**config.mk**
```make
export PLATFORM = sky130hd
export DESIGN_NAME = reg_dump
export DESIGN_NICKNAME = d
export VERILOG_FILES = /design/src/rtl/reg_dump_pkg.sv /design/src/rtl/reg_dump.sv
export SDC_FILE = /design/constraint.sdc
export NUM_CORES = 1
export LEC_CHECK = 0
export BUFFER_PORTS_ARGS = -buffer_cell sky130_fd_sc_hd__buf_2
export CAP_MARGIN = 0
export CORE_ASPECT_RATIO = 0.7
export CORE_MARGIN = 2
export CORE_UTILIZATION = 49
export CTS_BUF_LIST = sky130_fd_sc_hd__clkbuf_2
export DETAILED_ROUTE_END_ITERATION = 12
export PLACE_DENSITY = 0.93
export SLEW_MARGIN = 20
export SYNTH_ARGS = -nofsm -noshare
export SYNTH_HDL_FRONTEND = slang
export SYNTH_SLANG_ARGS = --single-unit
export TNS_END_PERCENT = 30
```
**constraint.sdc**
```tcl
create_clock -name clk -period 2 [get_ports clk]
set_input_delay 0.1 -clock clk [delete_from_list [all_inputs] [get_ports clk]]
set_output_delay 0.1 -clock clk [all_outputs]
set_load 0.03 [all_outputs]
```
**src/rtl/reg_dump_pkg.sv**
```systemverilog
// reg_dump_pkg: shared definitions for the register-file dump engine.
// Holds the FSM state encoding and the register-file geometry defaults,
// which the register file itself also reuses.
package reg_dump_pkg;

   localparam int DEF_NREGS = 32;
   localparam int DEF_AW    = $clog2(DEF_NREGS);
   localparam int DEF_DW    = 32;

   typedef enum logic [1:0] {
      IDLE = 2'd0,
      READ = 2'd1,
      SEND = 2'd2,
      DONE = 2'd3
   } state_t;

endpackage

```
**src/rtl/reg_dump.sv**
```systemverilog
// reg_dump: sequential read-out engine for the CPU register file.
// On start it walks register numbers first..last (wrapping through NREGS-1
// to 0) on a dedicated combinational read port. Each value is captured in
// its READ cycle and sent out as one valid/ready beat tagged with its
// register number.
// Optional feature: define REG_DUMP_CHKSUM_EN to append one checksum beat
// (XOR of all transmitted words, idx 0, last 1) after the register beats.
module reg_dump
   import reg_dump_pkg::*;
#(
   parameter int NREGS = DEF_NREGS,
   parameter int AW    = DEF_AW,
   parameter int DW    = DEF_DW
) (
   input  logic          clk,
   input  logic          rst,
   input  logic          start,
   input  logic [AW-1:0] first,
   input  logic [AW-1:0] last,
   output logic          busy,
   output logic          done,
   output logic [AW-1:0] rd_num,
   input  logic [DW-1:0] rd_data,
   output logic          dout_valid,
   input  logic          dout_ready,
   output logic [DW-1:0] dout_data,
   output logic [AW-1:0] dout_idx,
   output logic          dout_last
);

   localparam logic [AW-1:0] TOP_NUM = AW'(NREGS - 1);

   state_t        state;
   logic [AW-1:0] end_num;   // last register of the dump, latched with start
`ifdef REG_DUMP_CHKSUM_EN
   logic [DW-1:0] chk;       // XOR of words already handed downstream
   logic          final_reg; // the beat on the bus is the last register beat
`endif

   // Dump FSM; rd_num doubles as the index counter so it holds outside READ.
   always_ff @(posedge clk or negedge rst) begin
      if (!rst) begin
         // NOTE: the output data registers are reset as well, because their
         // values are visible on the ports right after reset.
         state      <= IDLE;
         end_num    <= '0;
         busy       <= 1'b0;
         done       <= 1'b0;
         rd_num     <= '0;
         dout_valid <= 1'b0;
         dout_data  <= '0;
         dout_idx   <= '0;
         dout_last  <= 1'b0;
`ifdef REG_DUMP_CHKSUM_EN
         chk        <= '0;
         final_reg  <= 1'b0;
`endif
      end else begin
         // NOTE: non-blocking assignments throughout, so every register
         // updates from the values present before the edge.
         done <= 1'b0;
         case (state)
            IDLE: begin
               if (start) begin
                  rd_num  <= first;
                  end_num <= last;
                  busy    <= 1'b1;
                  state   <= READ;
`ifdef REG_DUMP_CHKSUM_EN
                  chk     <= '0;
`endif
               end
            end

            READ: begin
               dout_data  <= rd_data;
               dout_idx   <= rd_num;
               dout_valid <= 1'b1;
`ifdef REG_DUMP_CHKSUM_EN
               final_reg  <= (rd_num == end_num);
               dout_last  <= 1'b0;
`else
               dout_last  <= (rd_num == end_num);
`endif
               state      <= SEND;
            end

            SEND: begin
               if (dout_ready) begin
`ifdef REG_DUMP_CHKSUM_EN
                  chk <= chk ^ dout_data;
                  if (final_reg) begin
                     // Last register accepted: replace it with the checksum beat.
                     final_reg <= 1'b0;
                     dout_data <= chk ^ dout_data;
                     dout_idx  <= '0;
                     dout_last <= 1'b1;
                  end else
`endif
                  if (dout_last) begin
                     dout_valid <= 1'b0;
                     busy       <= 1'b0;
                     done       <= 1'b1;
                     state      <= DONE;
                  end else begin
                     dout_valid <= 1'b0;
                     rd_num     <= (rd_num == TOP_NUM) ? '0 : rd_num + 1'b1;
                     state      <= READ;
                  end
               end
            end

            DONE: begin
               state <= IDLE;
            end

            default: begin
               state <= IDLE;
            end
         endcase
      end
   end

endmodule

```
## Word-level counts from Yosys, hierarchy flattened

Cells that the tools add are included.

| cells by class | value |
|---|---|
| equality and inequality tests | 9 |
| mux-type cells | 18 |
| reductions and logical operators | 8 |
| add/sub/neg operators | 1 |

Operators with widths:

| cell | count |
|---|---|
| 5-bit 2-to-1 mux | 4 |
| 5-bit case mux with 2 select lines | 1 |
| 2-bit inequality test, second input constant | 4 |
| 2-bit case mux with 4 select lines | 1 |
| 4-bit AND reduction | 2 |
| 1-bit 2-to-1 mux | 7 |
| 2-bit 2-to-1 mux | 3 |
| 2-bit AND reduction | 3 |
| 5-bit by 1-bit adder with 5-bit output, second input constant | 1 |
| 5-bit == test | 1 |
| 5-bit == test, second input constant | 1 |
| 2-bit == test, second input constant | 2 |
| 1-bit case mux with 2 select lines | 2 |
| 2-bit nonzero test | 2 |
| 2-bit by 1-bit == test with 1-bit output, second input constant | 1 |
| 2-bit zero test | 1 |

| storage, ports and cells | value |
|---|---|
| output and inout bits | 46 |
| bits in registers | 53 |
| word-level logic and storage cells | 45 |
| input bits | 46 |

## Logic depth before layout (Yosys ltp)

Gate-level depths: netlist (run 1).

| depth | value |
|---|---|
| depth after elaboration | 5 |
| gate-level depth with buffers | 7 |
| mapped depth without buffers | 7 |

## Worst setup path before layout (run 1)

No wires, ideal clock.

| timing | value |
|---|---|
| path type | reg2reg |
| start | register rd_num[0] |
| end | register rd_num[2] |
| cell stages (with the launch flop) | 8 |
| path slack | 0.167 ns |
| required time | 1.917 ns |
| buffers on the path | 0 |
| setup time | 0.083 ns |
| arrival time | 1.750 ns |
| clock period less this slack | 1.833 ns |
| path through | dfrtp_1 ha_1 inv_1 nor3_1 ha_1 nor3b_1 a32oi_1 o22ai_1 |

| between the ends | value |
|---|---|
| longest elaborated chain between the ends | 5 |

Ends and longest elaborated chain:

| item | line | source |
|---|---|---|
| start, declared | reg_dump.sv:22 | `output logic [AW-1:0] rd_num,` |
| start signal, assigned | reg_dump.sv:65 | `rd_num <= first;` |
| start signal, assigned | reg_dump.sv:107 | `rd_num <= (rd_num == TOP_NUM) ? '0 : rd_num + 1'b1;` |
| 5-bit by 1-bit adder with 5-bit output / 5-bit == test (equally long branches) | reg_dump.sv:107 |  |
| 5-bit 2-to-1 mux (*) | reg_dump.sv:107 |  |
| 5-bit 2-to-1 mux (*) | reg_dump.sv:100 | `if (dout_last) begin` |
| 5-bit 2-to-1 mux (*) | reg_dump.sv:89 | `if (dout_ready) begin` |
| 5-bit case mux with 2 select lines (*) | reg_dump.sv:62 | `case (state)` |

Mark *: on every way between the ends. The rest lies on a longest branch, timed or not. The select of a mux whose other input is x is not followed.
A chain may end at the register's enable or synchronous reset.

## Worst setup path in the final report (run 1)

Same ends and word-level chain as after synthesis.

==> results.py, run 1 <==
metrics = {
    "yosys": {
        "synthAdderAreaFrac_pct": 1.14,
        "synth_cells": 231,
        "yosysSeqAreaShare_pct": 60.2,
        "synth.cell_area_um2": 2200,
        "ys.warnings.count": 0,
        "ys_ff_latch": 53,
        "synth_mux_area_share_pct": 3.46,
        "synth-compound-area-share_pct": 5.28,
        "synth_top_family_by_area": "simple AND/OR/NAND/NOR gates",
        "syn_avg_cell_area_um2": 9.54,
        "synth-simple-area-share_pct": 23.7,
        "synth_nets": 279,
        "yosysUniqueCellTypes": 28,
        "synth-xor-area-share_pct": 1.99,
    },
    "detailed_routing": {
        "vias_per_cell": 5.02,
        "drtIter0Drc": 118,
        "firstDrtPassIters": 4,
        "vias": 2118,
        "drtAntennaViolNets": 0,
        "wl_per_cell_um": 14.4,
        "drt_wl_total_um": 6060,
        "drc": 0,
    },
    "worst_setup_path": {
        "path_class": "reg -> reg",
        "path_cells": "ha_1 > inv_1 > nor3_1 > ha_1 > nor3b_1 > buf_4 > a32oi_1 > o22ai_1",
        "end_kind": "flip-flop",
        "worst-endpoint-arrival_ns": 2.14,
        "slowest_stage": "dfrtp_1",
        "slowest_delay_ns": 0.53,
        "crit_fanout": 7,
        "crit_top_cell": "ha_1",
        "critPathRequiredTime_ns": 2.37,
        "crit_family": "flip-flops",
        "worst-path-buf-inv": 2,
        "worstSetupStartpointType": "flip-flop",
    },
    "clock_tree": {
        "cts_tree": "done",
        "clockBufferDepth": 2,
        "htree_num_levels": 2,
        "cts_resized": 0,
        "path_clk_slew_ns": 0.27,
        "cts_inserted_buffers": 5,
        "cts_root_buf": "clkbuf_2",
        "cts_sinks": 53,
        "clock_latency_ns": 0.43,
    },
    "timing": {
        "holdWs_ns": 0.178,
        "hold_viol_final": 0,
        "slew_violations": 0,
        "fmax_mhz": 565,
        "finalSetupTns_ns": 0,
        "period_minus_slack_ns": 1.77,
        "rsz0062_at_grt": "no",
        "slew_headroom_pct": 58.9,
        "finalSetupViolations": 0,
        "timing.final.ws_setup_ns": 0.231,
        "worstMarginPinSlew_ns": 0.616,
        "fin_worst_skew_ns": 0.0226,
        "fin_crit_sh_pct": 88.5,
    },
    "layout": {
        "register_area_um2": 1330,
        "area_growth_pct": 46.3,
        "drive_gt1_share_pct": 30.2,
        "antenna-diode-count": 0,
        "fillers": 310,
        "nNetsFinal": 414,
        "multi_input_area_um2": 787,
        "final_common_cell": "nand2_1",
        "final_cell_mix": "nand2_1 (109), buf_2 (91), dfrtp_1 (53)",
    },
    "die": {
        "dieArea_um2": 5060,
        "initial_core_util_pct": 50.9,
        "fp.coreArea_um2": 4330,
        "io_pins": 92,
        "dieHeight_um": 60.1,
        "rows": 20,
        "die_width_um": 84.2,
    },
    "power_and_ir_drop": {
        "power_w": 0.00524,
        "ir_drop_v": 0.000892,
        "pwr_density_cell_nw_per_um2": 1630,
        "p_leak_nw": 1.76,
    },
    "outcome": {
        "outcome": "completed",
    },
    "run": {
        "cap_viol_max_count": 0,
    },
    "placement": {
        "place.gp.congestion": 0.897,
        "place_ws_ns": 0.289,
        "hpwl_um": 3640,
        "portBuffers": 91,
    },
    "global_route": {
        "grt_pass1_vias": 2136,
        "antenna_found_initial": 0,
        "overflow": 0,
        "grt_max_degree": 29,
        "track_usage_pct": 25.9,
        "grt_first_pass_wirelength_um": 10000,
    },
    "hold_path": {
        "hold_class": "in -> async",
    },
}
power by group:
part	total, W	internal, W	switching [W]
registers	0.00195	0.00158	0.000378
logic	0.00275	0.000901	0.00185
clock network	0.000541	0.000206	0.000335
layout make-up:
cell class | instances | share of cell area (%)
inverters | 6 | 0.698
repair buffers | 141 | 29.6
clock inverters | 3 | 1.28
well taps | 55 | 2.13
multi-input cells | 159 | 24.4
flip-flops and latches | 53 | 41.1
clock buffers | 5 | 0.776
cells by family after synthesis:
logic type      after synthesis
buf+inv                      19
compound gates               19
simple gates                126
flops                        53
xor+xnor                      5
fa+ha+maj                     2
mux                           7
state kept, by name, indices dropped and copies added, names as in the netlist:
register / count
dout_data: 32
dout_valid: 1
dout_last: 1
end_num: 5
dout_idx: 5
rd_num: 5
state: 2
done: 1
busy: 1
Yosys cell counts (all sizes together):
| master | instances | area, um^2 |
|---|---|---|
| a21oi | 3 | 15.0 |
| a22oi | 3 | 22.5 |
| a32oi | 2 | 17.5 |
| and3 | 2 | 12.5 |
| buf | 9 | 53.8 |
| clkbuf | 4 | 16.3 |
| dfrtp | 53 | 1330 |
| ha | 2 | 25.0 |
| inv | 6 | 22.5 |
| mux2 | 5 | 56.3 |
| mux2i | 2 | 20.0 |
| nand2 | 109 | 409 |
| nand2b | 2 | 12.5 |
| nand3 | 5 | 25.0 |
| nand4bb | 1 | 11.3 |
| nor2b | 3 | 18.8 |
| nor3 | 1 | 5.00 |
| nor3b | 2 | 20.0 |
| o21ai | 8 | 40.0 |
| o22ai | 2 | 12.5 |
| o41ai | 1 | 8.76 |
| or3b | 1 | 8.76 |
| xnor2 | 3 | 26.3 |
| xor2 | 2 | 17.5 |
worst paths after layout:
kind | startpoint | endpoint | slack [ns] | depth (start not counted)
worst max-delay path | rd_num[0] | rd_num[2] | 0.23 | 8
worst min-delay path | rst | dout_data[4] | 0.18 | 2
worst max register to register | rd_num[0] | rd_num[2] | 0.23 | 8
worst min register to register | dout_data[9] | dout_data[9] | 0.51 | 2
max in group asynchronous | rst | state[0] | 1.25 | 3
min in group clk | start | state[0] | 0.19 | 3
per-stage QoR:
step | utilization (%) | instance area (um^2) | instances
floorplan | - | 2200 | 231
global placement | 62.8 | 2720 | 370
finish | 74.5 | 3220 | 422
detailed placement | 62.8 | 2720 | 370
global route | 74.5 | 3220 | 422
CTS | 74.5 | 3220 | 422
what timing repair did:
item | 4_1_cts | 5_1_grt
hold endpoints to repair | 71 | 0
buffers inserted | 0 | 0
hold buffers | 44 | 0
worst reg2reg max path, cell delays in order (launching register included):
cell and delay (ns):
dfrtp_1 0.53, ha_1 0.25, inv_1 0.07, nor3_1 0.05, ha_1 0.19, nor3b_1 0.19
buf_4 0.17, a32oi_1 0.10, o22ai_1 0.18
metal layers:
| metal | up-vias | share of wire [%] | track usage [%] |
|---|---|---|---|
| met3 | 23 | 8.5 | 6.22 |
| met5 | - | 0 | 0 |
| met4 | 0 | 2.5 | 9.91 |
| li1 | 1005 | - | - |
| met2 | 109 | 47 | 43.8 |
| met1 | 981 | 42 | 33.2 |
(Power assumes the default switching activity.)
==> run 2, diff against run 1 <==
- CORE_ASPECT_RATIO: 0.7 -> 0.9
- SLEW_MARGIN: 20 -> not set
==> run 2 against run 1 <==
First-iteration DRC count increased by 7.6%. Worst setup slack gained 0.040 ns. Largest power group unchanged. Combinational power about the same. Die area is 0.16% lower. Fmax grew 2.3%. Final area down 0.74%. Sequential share of layout area increased by 0.31 points. Global-route usage is 3.6 points lower. Critical path depth is the same. Wire length is 5.2% lower. Clock power is 30% lower.
==> results.py, run 2 (synthesis gave the netlist of run 1 again) <==
metrics = {
    "global_route": {
        "grt_first_pass_wirelength_um": 8510,
        "antenna_found_initial": 0,
        "overflow": 0,
        "grt_pass1_vias": 1922,
        "grt_max_degree": 54,
        "track_usage_pct": 22.3,
    },
    "clock_tree": {
        "htree_num_levels": 2,
        "cts_sinks": 53,
        "cts_resized": 0,
        "cts_inserted_buffers": 5,
        "cts_root_buf": "clkbuf_2",
        "cts_tree": "done",
        "clock_latency_ns": 0.42,
        "path_clk_slew_ns": 0.25,
        "clockBufferDepth": 2,
    },
    "power_and_ir_drop": {
        "internal_power_w": 0.00256,
        "swShare_pct": 49.5,
        "p_leak_nw": 1.75,
        "power_w": 0.00507,
        "seqPwrFrac_pct": 38.5,
        "comb_power_share_pct": 54.0,
        "ir_drop_v": 0.000953,
        "p_switching_w": 0.00251,
        "power.share.clock_pct": 7.5,
        "pwr_density_cell_nw_per_um2": 1580,
    },
    "die": {
        "io_pins": 92,
        "initial_core_util_pct": 50.0,
        "dieArea_um2": 5050,
        "rows": 23,
        "dieHeight_um": 67.6,
        "fp.coreArea_um2": 4400,
        "die_width_um": 74.7,
    },
    "hold_path": {
        "hold_path_startpoint": "start",
        "hold_class": "in -> reg",
        "holdPathStages": 3,
        "min_to": "state[0]",
    },
    "worst_setup_path": {
        "path_class": "reg -> reg",
        "rr_startpoint": "rd_num[0]",
        "crit_fanout": 7,
        "end_kind": "flip-flop",
        "regToRegSetupSlack_ns": 0.27,
        "critPathRequiredTime_ns": 2.36,
        "r2r_end": "rd_num[3]",
        "worst-endpoint-arrival_ns": 2.09,
        "worstSetupStartpointType": "flip-flop",
        "r2r_cells": 8,
    },
    "placement": {
        "portBuffers": 91,
        "place.gp.congestion": 0.904,
        "place_ws_ns": 0.344,
        "hpwl_um": 3480,
    },
    "layout": {
        "top_register": "dout_data",
        "largest_reg_flops": 32,
        "antenna-diode-count": 0,
        "nNetsFinal": 414,
        "final_common_cell": "nand2_1",
        "drive_gt1_share_pct": 30.1,
        "area_growth_pct": 45.3,
        "final_cell_mix": "nand2_1 (109), buf_2 (91), dfrtp_1 (53)",
    },
    "timing": {
        "period_minus_slack_ns": 1.73,
        "finalSetupTns_ns": 0,
        "slew_violations": 0,
        "fin_crit_sh_pct": 86.5,
        "fin_worst_skew_ns": 0.0268,
        "holdWs_ns": 0.152,
        "timing.final.ws_setup_ns": 0.271,
        "finalSetupViolations": 0,
        "fmax_mhz": 578,
        "worstMarginPinSlew_ns": 0.567,
        "slew_headroom_pct": 62.1,
        "hold_viol_final": 0,
        "rsz0062_at_grt": "no",
    },
    "detailed_routing": {
        "wl_per_cell_um": 13.4,
        "drc": 0,
        "drt_wl_total_um": 5740,
        "vias": 2033,
        "drtAntennaViolNets": 0,
        "drtIter0Drc": 127,
        "firstDrtPassIters": 4,
        "vias_per_cell": 4.75,
    },
    "run": {
        "cap_viol_max_count": 0,
    },
    "outcome": {
        "outcome": "completed",
    },
}
-- run 2: layer usage --
layer	routed length (um)	share of wire, %	global-route usage (%)	vias up
met5	0	0	0	-
met4	36	0.63	3.35	0
met3	369	6.4	7.16	6
met2	2990	52	41.5	78
met1	2350	41	25.6	951
li1	-	-	-	998
-- run 2: per-stage QoR --
stage                     std cells  instance area [um^2]  util, %
after floorplan                 231                  2200        -
after global placement          377                  2730     61.9
after detailed placement        377                  2730     61.9
after CTS                       428                  3200     72.7
after global routing            428                  3200     72.7
final                           428                  3200     72.7
-- run 2: power groups by stage --
| stage | Sequential [W] | Clock [W] | Combinational [W] |
|---|---|---|---|
| CTS | 0.00193 | 0.000400 | 0.00272 |
| detailed placement | 0.00195 | 0 | 0.00265 |
| floorplan | 0.00274 | 0 | 0.00108 |
| global route | 0.00201 | 0.000435 | 0.00299 |
| global placement | 0.00193 | 0 | 0.00260 |
| finish | 0.00195 | 0.000381 | 0.00274 |
-- run 2: cell type report --
cell class	instances	area [um^2]
fillers	313	1200
clock inverters	1	3.75
clock buffers	6	30.0
multi-input cells	159	787
flip-flops and latches	53	1330
well taps	62	77.6
inverters	6	22.5
repair buffers	141	953
-- run 2: worst max-delay path, stage by stage (launching register included) --
cell and delay [ns]:
dfrtp_1 0.51, ha_1 0.24, inv_1 0.07, nor3_1 0.05, ha_1 0.17, nor3b_1 0.20
buf_4 0.17, a32oi_1 0.10, o22ai_1 0.16
-- run 2: worst max-delay path by stage --
stage / startpoint / endpoint / slack [ns] / cells past startpoint
finish: rd_num[0] / rd_num[3] / 0.27 / 8
global route: rd_num[0] / rd_num[3] / 0.12 / 8
CTS: rd_num[0] / rd_num[3] / 0.29 / 8
detailed placement: rd_num[0] / rd_num[2] / 0.34 / 8
global placement: rd_num[0] / rd_num[2] / 0.38 / 8
floorplan: rd_num[0] / rd_num[2] / 0.17 / 7
-- run 2: timing repair --
action                     CTS  global route
hold buffers                44             0
setup buffers                0             0
setup endpoints to repair    0             0
hold endpoints to repair    97             0
